File: src/rtl/regfile_pkg.sv
// Shared constants and types for the register-file writeback arbiter.
// The two requesters, the FIFOs and the top-level sequencer all see
// the same request layout and state encoding from here.
package regfile_pkg;

   localparam int DW     = 22;
   localparam int AW     = 4;
   localparam int NREG   = 11;
   localparam int FDEPTH = 2;
   localparam int CW     = 3;

   // r11 is sourced from outside the file and cannot be written.
   // Any address at or above it is illegal.
   localparam logic [AW-1:0] REG_R11 = 4'd11;

   typedef struct packed {
      logic [AW-1:0] addr;
      logic [DW-1:0] data;
   } wb_req_t;

   typedef enum logic {
      INIT,
      RUN
   } wb_state_e;

endpackage

File: src/rtl/wb_fifo.sv
// Small circular FIFO that buffers one requester's writeback requests.
// The head entry is always visible, so the arbiter can look at it
// before it decides whether to pop it.
// The caller only pushes when the FIFO is not full and only pops when
// it is not empty. Both can happen on the same edge.
module wb_fifo
   import regfile_pkg::wb_req_t;
#(
   parameter int FDEPTH = 2
)
(
   input  logic    clk,
   input  logic    rst,
   input  logic    push,
   input  wb_req_t push_data,
   input  logic    pop,
   output wb_req_t head,
   output logic    full,
   output logic    empty
);

   localparam int PW = (FDEPTH > 1) ? $clog2(FDEPTH) : 1;

   wb_req_t       mem [FDEPTH];
   logic [PW-1:0] wr_ptr;
   logic [PW-1:0] rd_ptr;
   logic [PW:0]   count;

   assign full  = (count == (PW+1)'(FDEPTH));
   assign empty = (count == '0);
   assign head  = mem[rd_ptr];

   // Storage is left unreset. An entry only becomes visible after it
   // has been written.
   always_ff @(posedge clk) begin
      if (push) begin
         mem[wr_ptr] <= push_data;
      end
   end

   // The pointers wrap naturally because the depth is a power of two.
   // The occupancy count tracks the net effect of push and pop.
   always_ff @(posedge clk) begin
      if (rst) begin
         wr_ptr <= '0;
         rd_ptr <= '0;
         count  <= '0;
      end else begin
         if (push) begin
            wr_ptr <= wr_ptr + PW'(1);
         end
         if (pop) begin
            rd_ptr <= rd_ptr + PW'(1);
         end
         case ({push, pop})
            2'b10:   count <= count + (PW+1)'(1);
            2'b01:   count <= count - (PW+1)'(1);
            default: count <= count;
         endcase
      end
   end

   // Catches a caller that breaks the full/empty handshake.
   always_ff @(posedge clk) begin
      if (!rst) begin
         assert (!(push && full && !pop));
         assert (!(pop && empty));
      end
   end

endmodule

File: src/rtl/regfile_wb_arbiter.sv
// Owns the single write port of the 11 x 22-bit register file.
// After reset it walks a zero into every writable register.
// After that it queues ALU (A) and load (M) writebacks in one FIFO per
// requester. Each cycle it grants one FIFO head, round-robin, into a
// registered write port.
// It also keeps a small counter per register of writes that have been
// accepted but not yet retired. Decode can stall on RAW hazards from the
// resulting mask.
module regfile_wb_arbiter
   import regfile_pkg::*;
(
   input  logic            clk,
   input  logic            rst,
   input  logic            a_valid,
   output logic            a_ready,
   input  logic [AW-1:0]   a_addr,
   input  logic [DW-1:0]   a_data,
   input  logic            m_valid,
   output logic            m_ready,
   input  logic [AW-1:0]   m_addr,
   input  logic [DW-1:0]   m_data,
   output logic            rf_we,
   output logic [AW-1:0]   rf_wa,
   output logic [DW-1:0]   rf_wd,
   output logic [NREG-1:0] pend_mask,
   output logic            init_done,
   output logic            addr_err
);

   localparam logic [AW-1:0] LAST_REG = REG_R11 - AW'(1);
   localparam logic [CW:0]   CNT_ONE  = (CW+1)'(1);
   localparam logic [CW:0]   CNT_MAX  = (CW+1)'(2 * FDEPTH + 1);

   wb_state_e     state;
   logic [AW-1:0] init_cnt;
   logic          last_grant_m;
   logic          rf_tracked;

   wb_req_t a_req;
   wb_req_t m_req;
   wb_req_t a_head;
   wb_req_t m_head;
   logic    a_full;
   logic    a_empty;
   logic    m_full;
   logic    m_empty;

   logic a_acc;
   logic m_acc;
   logic a_legal;
   logic m_legal;
   logic a_pop;
   logic m_pop;

   logic [CW-1:0] cnt      [NREG];
   logic [CW:0]   cnt_next [NREG];

   // Requesters are only accepted in RUN and never while reset is held.
   // Ready depends only on occupancy before any pop, so a full FIFO
   // stays unready even in a cycle where its head is being popped.
   assign a_ready = !rst && (state == RUN) && !a_full;
   assign m_ready = !rst && (state == RUN) && !m_full;

   assign a_acc   = a_valid && a_ready;
   assign m_acc   = m_valid && m_ready;
   assign a_legal = a_acc && (a_addr < REG_R11);
   assign m_legal = m_acc && (m_addr < REG_R11);

   assign a_req = '{addr: a_addr, data: a_data};
   assign m_req = '{addr: m_addr, data: m_data};

   // Round-robin grant. A lone valid head always wins. When both heads
   // are valid, the requester that was not granted last time wins.
   assign a_pop = (state == RUN) && !a_empty && (m_empty || last_grant_m);
   assign m_pop = (state == RUN) && !m_empty && (a_empty || !last_grant_m);

   wb_fifo #(.FDEPTH(FDEPTH)) u_a_fifo (
      .clk       (clk),
      .rst       (rst),
      .push      (a_legal),
      .push_data (a_req),
      .pop       (a_pop),
      .head      (a_head),
      .full      (a_full),
      .empty     (a_empty)
   );

   wb_fifo #(.FDEPTH(FDEPTH)) u_m_fifo (
      .clk       (clk),
      .rst       (rst),
      .push      (m_legal),
      .push_data (m_req),
      .pop       (m_pop),
      .head      (m_head),
      .full      (m_full),
      .empty     (m_empty)
   );

   // Sequencer: INIT walks zeros into r0..r10, then RUN loads the granted
   // head into the write-port register. rf_tracked marks a loaded entry
   // that came from a FIFO, so that its retirement releases a pending
   // count. Clear-walk writes were never counted.
   always_ff @(posedge clk) begin
      if (rst) begin
         state        <= INIT;
         init_cnt     <= '0;
         last_grant_m <= 1'b1;
         rf_we        <= 1'b0;
         rf_wa        <= '0;
         rf_wd        <= '0;
         rf_tracked   <= 1'b0;
         init_done    <= 1'b0;
         addr_err     <= 1'b0;
      end else begin
         case (state)
            INIT: begin
               rf_we      <= 1'b1;
               rf_wa      <= init_cnt;
               rf_wd      <= '0;
               rf_tracked <= 1'b0;
               init_cnt   <= init_cnt + AW'(1);
               if (init_cnt == LAST_REG) begin
                  state     <= RUN;
                  init_done <= 1'b1;
               end
            end
            RUN: begin
               if (a_pop) begin
                  rf_we        <= 1'b1;
                  rf_wa        <= a_head.addr;
                  rf_wd        <= a_head.data;
                  rf_tracked   <= 1'b1;
                  last_grant_m <= 1'b0;
               end else if (m_pop) begin
                  rf_we        <= 1'b1;
                  rf_wa        <= m_head.addr;
                  rf_wd        <= m_head.data;
                  rf_tracked   <= 1'b1;
                  last_grant_m <= 1'b1;
               end else begin
                  rf_we      <= 1'b0;
                  rf_tracked <= 1'b0;
               end
               if ((a_acc && !a_legal) || (m_acc && !m_legal)) begin
                  addr_err <= 1'b1;
               end
            end
            default: begin
               state <= INIT;
            end
         endcase
      end
   end

   // Next pending count per register. A legal accept adds one for each
   // requester that targets the register. The write-port entry that
   // retires at this edge subtracts one. The extra bit exposes overflow
   // and underflow to the check below.
   always_comb begin
      for (int i = 0; i < NREG; i++) begin
         cnt_next[i] = {1'b0, cnt[i]};
         if (a_legal && (a_addr == AW'(i))) begin
            cnt_next[i] = cnt_next[i] + CNT_ONE;
         end
         if (m_legal && (m_addr == AW'(i))) begin
            cnt_next[i] = cnt_next[i] + CNT_ONE;
         end
         if (rf_tracked && (rf_wa == AW'(i))) begin
            cnt_next[i] = cnt_next[i] - CNT_ONE;
         end
      end
   end

   // Pending counters are cleared by reset, which also discards
   // everything that was queued.
   always_ff @(posedge clk) begin
      if (rst) begin
         for (int i = 0; i < NREG; i++) begin
            cnt[i] <= '0;
         end
      end else begin
         for (int i = 0; i < NREG; i++) begin
            cnt[i] <= cnt_next[i][CW-1:0];
         end
      end
   end

   // Two full FIFOs plus the write-port entry bound every count.
   // Exceeding that bound, or going below zero, means bookkeeping is broken.
   always_ff @(posedge clk) begin
      if (!rst) begin
         for (int i = 0; i < NREG; i++) begin
            assert (cnt_next[i] <= CNT_MAX);
         end
      end
   end

   // A register is hazardous while any accepted write to it is unretired.
   always_comb begin
      pend_mask = '0;
      for (int i = 0; i < NREG; i++) begin
         pend_mask[i] = (cnt[i] != '0);
      end
   end

endmodule

File: config.mk
export PLATFORM = sky130hd
export DESIGN_NAME = regfile_wb_arbiter
export DESIGN_NICKNAME = d
export VERILOG_FILES = /design/src/rtl/regfile_pkg.sv /design/src/rtl/wb_fifo.sv /design/src/rtl/regfile_wb_arbiter.sv
export SDC_FILE = /design/constraint.sdc
export NUM_CORES = 1
export LEC_CHECK = 0
export CORE_ASPECT_RATIO = 0.6
export CORE_MARGIN = 5
export CORE_UTILIZATION = 57
export DETAILED_ROUTE_END_ITERATION = 7
export HOLD_SLACK_MARGIN = 0.08
export MAX_ROUTING_LAYER = met4
export PLACE_DENSITY = 0.76
export SLEW_MARGIN = 20
export SYNTH_ARGS = -nofsm -noshare
export SYNTH_HDL_FRONTEND = slang
export SYNTH_HIERARCHICAL = 1
export SYNTH_SLANG_ARGS = --single-unit
export TNS_END_PERCENT = 50
File: constraint.sdc
create_clock -name clk -period 4.7 [get_ports clk]
set_clock_uncertainty 0.05 [all_clocks]
set_input_delay 0.94 -clock clk [delete_from_list [all_inputs] [get_ports clk]]
set_output_delay 0.94 -clock clk [all_outputs]
set_load 0.03 [all_outputs]
Word-level counts from Yosys, hierarchy flattened:

Memories as Yosys holds them, arrays and structs flattened. A register that Yosys moved wholly into a read port is not among the register bits.
Index checks and enable logic that the tools add are counted.

* add/subtract/negate cells: 42
* $lt $le $gt $ge: 2
* equality and inequality tests: 38
* muxes and demuxes: 71
* bitwise gates (word level): 12
* reductions and logical operators: 79

Operator list (number)
* $mux 3: 44
* $add 3x1->3 const B: 22
* $eq 4x3->1 const B: 12
* $logic_and 1x1->1: 46
* $mux 22: 2
* $pmux 22 s2: 1
* $eq 4x4->1 const B: 10
* $reduce_bool 3->1: 11
* $sub 3x1->3 const B: 11
* $eq 4x2->1 const B: 6
* $mux 1: 17
* $eq 4x1->1 const B: 3
* $logic_not 4->1: 3
* $or 1x1->1: 11
* $eq 2x2->1 const B: 4
* $logic_not 1->1: 8
* $lt 4x4->1 const B: 2
* $mux 4: 2
* $pmux 2 s2: 2
* $pmux 4 s2: 1
* $reduce_and 2->1: 3
* $reduce_bool 2->1: 3
* $add 1x1->1 const B: 4
* $add 2x1->2 const B: 2
* 8 further kinds: 14

* flip-flop bits (word level): 44
* RAM bits: 137
* input bits: 56
* memories: 3

Memory list
* u_a_fifo.mem: words 2, width 26, read ports 1, clocked after memory_dff 1, wr ports 1, line wb_fifo.sv:24 `wb_req_t mem [FDEPTH];`
* u_m_fifo.mem: words 2, width 26, read ports 1, clocked after memory_dff 1, wr ports 1, line wb_fifo.sv:24
* cnt: words 11, width 3, read ports 11, clocked after memory_dff 0, wr ports 11, line regfile_wb_arbiter.sv:55 `logic [CW-1:0] cnt [NREG];`

Depth between registers and ports, before layout:

* word-level depth: 12
* depth in mapped cells: 12

Modules after synthesis:

The synthesis kept the hierarchy.

By module, submodules not included
* regfile_wb_arbiter: times used 1, cells each 550, area an instance 4947.2 um^2, sequential area each 1381.3 um^2
* wb_fifo: times used 2, cells each 103, area an instance 2074.5 um^2, sequential area each 1661.6 um^2

Worst setup path before layout:

OpenSTA, ideal clock, no wires.

* path type: input-to-reg
* start: in a_addr[3]
* end: mem cnt[3][2]
* setup time: 65 ps
* data arrival time: 3442 ps
* path slack: 1143 ps
* stages on the path: 10
* cells stage by stage: or4b_1 nor3_4 mux2_1 ha_1 mux2i_1 ha_1 nand3_1 xnor2_1 xnor3_1 nor2_1

RTL lines
* start: declaration: line regfile_wb_arbiter.sv:16 `input logic [AW-1:0] a_addr,`
* end: declaration: line regfile_wb_arbiter.sv:55

==> Flow_metrics.wiki <==
{| class="wikitable"
! Metric !! Value
|-
| Crit-path cells || clkdlybuf4s50_1 -> or4b_1 -> nor3_4 -> mux2_1 -> ha_1 -> mux2i_1 -> ha_1 -> nand3_1 -> xnor2_1 -> xnor3_1 -> nor2_1
|-
| Type of the worst min-delay path || flip-flop to flip-flop
|-
| Post-CTS clock slew at the launch and capture registers of the worst setup and hold paths || 0.08 ns
|-
| Number of buffers and inverters on the critical path || 1
|-
| Worst slack at placement || 0.354 ns
|-
| Cell count along the critical path || 11
|-
| P&R area growth vs syn || 20.4%
|-
| Tot GR Track Use || 23.4%
|-
| Relative slew margins || 42.6%
|-
| FMAX || 0.257 GHz
|-
| Leftover overflow at the end of global routing || 0
|-
| Required time worst endpoint || 5.01 ns
|-
| Number of global-route vias before repair || 6,405
|-
| Peak VDD IR || 228 uV
|-
| Final setup violation count || 0
|-
| Clock latency at the later pin of the worst-skew pair || 0.43 ns
|-
| Global-route wire length before repair || 33,100 um
|-
| Type of the worst setup path || primary input to flip-flop
|-
| Pre-antenna DRT Iters || 5
|-
| Ranking of synthesized cells by area || sky130_fd_sc_hd__edfxtp_1, sky130_fd_sc_hd__dfxtp_1, sky130_fd_sc_hd__mux2_2
|-
| Top cell types by occurrence after synthesis || sky130_fd_sc_hd__edfxtp_1, sky130_fd_sc_hd__dfxtp_1, sky130_fd_sc_hd__nand2_1, sky130_fd_sc_hd__mux2_2, sky130_fd_sc_hd__nor2_1
|-
| Average footprint of a synthesized cell || 12.0 um2
|-
| Reg2Reg Capture Point || cnt[7][2]
|-
| Number of gates given a new drive strength after cts || 0
|-
| Die outline height || 108 um
|-
| Maximum number of pins on one net before global-route repair || 50
|-
| Netlist area before placement || 9100 um2
|-
| Cell area after placement || 10,300 um2
|-
| Arrival time of the worst setup path || 4.20 ns
|-
| Worst Hold Slack || 0.407 ns
|-
| Antenna diode count || 0
|-
| Leakage power || 4.19 nW
|-
| # Max-Cap Violations || 0
|-
| Post-synth net total || 855
|-
| Max H-tree Level || 4
|-
| Core Area || 15,500 um2
|-
| Power density over the cells || 299 nW/um2
|-
| Synth warnings || 6
|-
| Cell seen most often among critical-path stages || sky130_fd_sc_hd__ha_1
|-
| Power, Total || 3.27 mW
|-
| Number of pins with negative max-slew slack in the final report || 0
|-
| Final critical-path setup slack || 0.811 ns
|-
| Cell count after synthesis || 756
|-
| Nature of the critical path startpoint || primary input
|-
| Tightest Pin Transition || 0.860 ns
|-
| Reg2reg setup slack || 1.34 ns
|-
| R2r startpoint || u_a_fifo/count[0]
|-
| Number of nets in the finished design || 963
|-
| Clock sink count || 183
|-
| Max FO, Critical Path || 8
|-
| Number of synthesized flops with an enable pin || 104
|-
| Number of nets with antenna violations after detailed routing || 0
|-
| Share of flip-flops with an asynchronous set or reset after synthesis || 0%
|-
| Clock root buffer || sky130_fd_sc_hd__clkbuf_16
|-
| Antenna violations before repair || 0
|-
| TritonCTS clock tree || yes
|-
| Unrepaired setup endpoints after global routing || false
|-
| Number of I/O port buffers || 97
|-
| Status || finished, final reports clean
|-
| Startpoint of the worst setup timing path || a_addr[2]
|-
| Top Family by Delay on Critical Path || simple AND/OR/NAND/NOR gates
|-
| Detailed-route wire length per cell || 19.4 um
|-
| Most repeated cell in the gate-level netlist after synthesis || sky130_fd_sc_hd__edfxtp_1
|-
| Fin crit period || 3.89 ns
|-
| Maximum single-stage delay on the critical path || 0.65 ns
|-
| DRT iter0 DRCs || 511
|-
| Area fraction of the dominant cell type after synthesis || 34.3%
|-
| Proportion of synthesized chip area in sequential cells || 51.7%
|-
| Final routed DRC violation total || 0
|-
| Clock buffer count from CTS || 17
|-
| Die width || 173 um
|-
| Detailed-route via count || 6,213
|-
| Library cell with the largest summed area after synthesis || sky130_fd_sc_hd__edfxtp_1
|-
| Half-perimeter wire length after placement || 15,000 um
|-
| Synth unique cells || 60
|-
| Max Buffers Root-to-Sink || 2
|-
| Hold buffer count at cts || 0
|-
| Worst setup path endpoint || cnt[3][2]
|-
| R2r worst-path depth || 12
|-
| Row cnt || 35
|-
| Summed negative setup slack over all endpoints || 0 ns
|-
| Final period utilization || 82.8%
|-
| Endpoint class of the critical path || flip-flop
|-
| Post-synthesis sequential element count || 183
|-
| Post-route cell area || 11,000 um2
|-
| Initial standard-cell utilization of the core || 58.7%
|-
| Final hold violations || 0
|-
| I/O pins || 98
|-
| Slowest CP cell || sky130_fd_sc_hd__or4b_1
|-
| Post-CTS setup buffers || 0
|-
| Routability congestion estimate || 0.907
|-
| Ratio of cells with drive above 1 in the final layout || 14.6%
|-
| Drt total wl || 21,000 um
|-
| Die Outline Area || 18,700 um2
|-
| Dominant register cell in the synthesized netlist || sky130_fd_sc_hd__edfxtp_1
|-
| Detailed-route vias per instance || 5.75
|}
## flip-flops by register name (all words and copies together) (netlist names), 2 cells and up, named ones only
signal and cells:
cnt 33, u_m_fifo/mem 52, rf_wa 4, u_a_fifo/mem 52, u_m_fifo/count 2, u_a_fifo/count 2, init_cnt 4, rf_wd 22
## routing by layer
layer / GRT usage [%] / share of wire, % / vias up
met5: - / 0 / -
met1: 30.4 / 45 / 3043
li1: - / - / 2948
met3: 5.41 / 6.8 / 29
met2: 37.5 / 47 / 193
met4: 6.66 / 1.5 / 0
## worst min path at each step
stage / start / to / slack, ns / depth (start not counted)
finish: rf_wd[3] / rf_wd[3] / 0.41 / 2
global route: rf_wd[14] / rf_wd[14] / 0.44 / 2
CTS: rf_wd[3] / rf_wd[3] / 0.41 / 2
detailed placement: rf_wd[3] / rf_wd[3] / 0.39 / 2
global placement: rf_wd[3] / rf_wd[3] / 0.38 / 2
floorplan: last_grant_m / last_grant_m / 0.41 / 1
## layout by cell type, fill, tap and decap left out, drive strengths merged, types with 7 or more instances in the layout
master         netlist  final
or3                 10     10
a21oi               12     12
clkdlybuf4s50        0     96
nor3                10     10
nand2               67     67
nor2                59     59
mux2i               30     30
nand3               24     24
clkinv               0      7
xnor3               19     19
inv                 31     37
mux2                62     62
nor2b                7      7
edfxtp             104    104
nand2b              16     16
nand4                9      9
dfxtp               79     79
xor2                11     11
xnor2               32     32
clkbuf              13     17
buf                 16     22
o21ai               40     40
nor4                 7      7
ha                  43     43
## final cells by class
type                       instances  area (um2)
sequential                       183        4700
fill                            1100        4550
multi-input combinational        513        4150
timing repair buffer             118        1120
clock buffer                      17         425
tap                              203         254
clock inverter                    15         184
inverter                          31         116
## power breakdown
part	leakage [nW]	switching [mW]	internal (mW)	total, mW
Clock	0.295	0.683	0.766	1.45
Combinational	2.32	0.0635	0.0603	0.124
Sequential	1.57	0.00702	1.69	1.70
Total	4.19	0.753	2.52	3.27
## kinds of logic after synthesis
kind of cell / Yosys count / synth area share [%]
mux: 92 / 11.0
fa+ha+maj: 43 / 5.91
simple gates: 237 / 14.2
buf+inv: 60 / 2.75
flops: 183 / 51.7
xor+xnor: 63 / 9.19
compound gates: 78 / 5.21
## worst reg2reg max path: cells and delay by family (launching register included)
kind	cells	cell delay, ns
AND/OR/NAND/NOR	6	1.40
adder cells (fa/ha/maj)	2	0.47
multiplexers	1	0.44
flip-flops	1	0.42
XOR/XNOR	2	0.38
AO/OA/AOI/OAI	1	0.10
## through the flow
step           cells  utilization [%]
4_1_cts         1080             70.7
6_report        1080             70.7
3_3_place_gp    1048             66.7
5_1_grt         1080             70.7
3_5_place_dp    1048             66.7
2_1_floorplan    756                -
No activity file was read; power rests on OpenSTA's default activity.
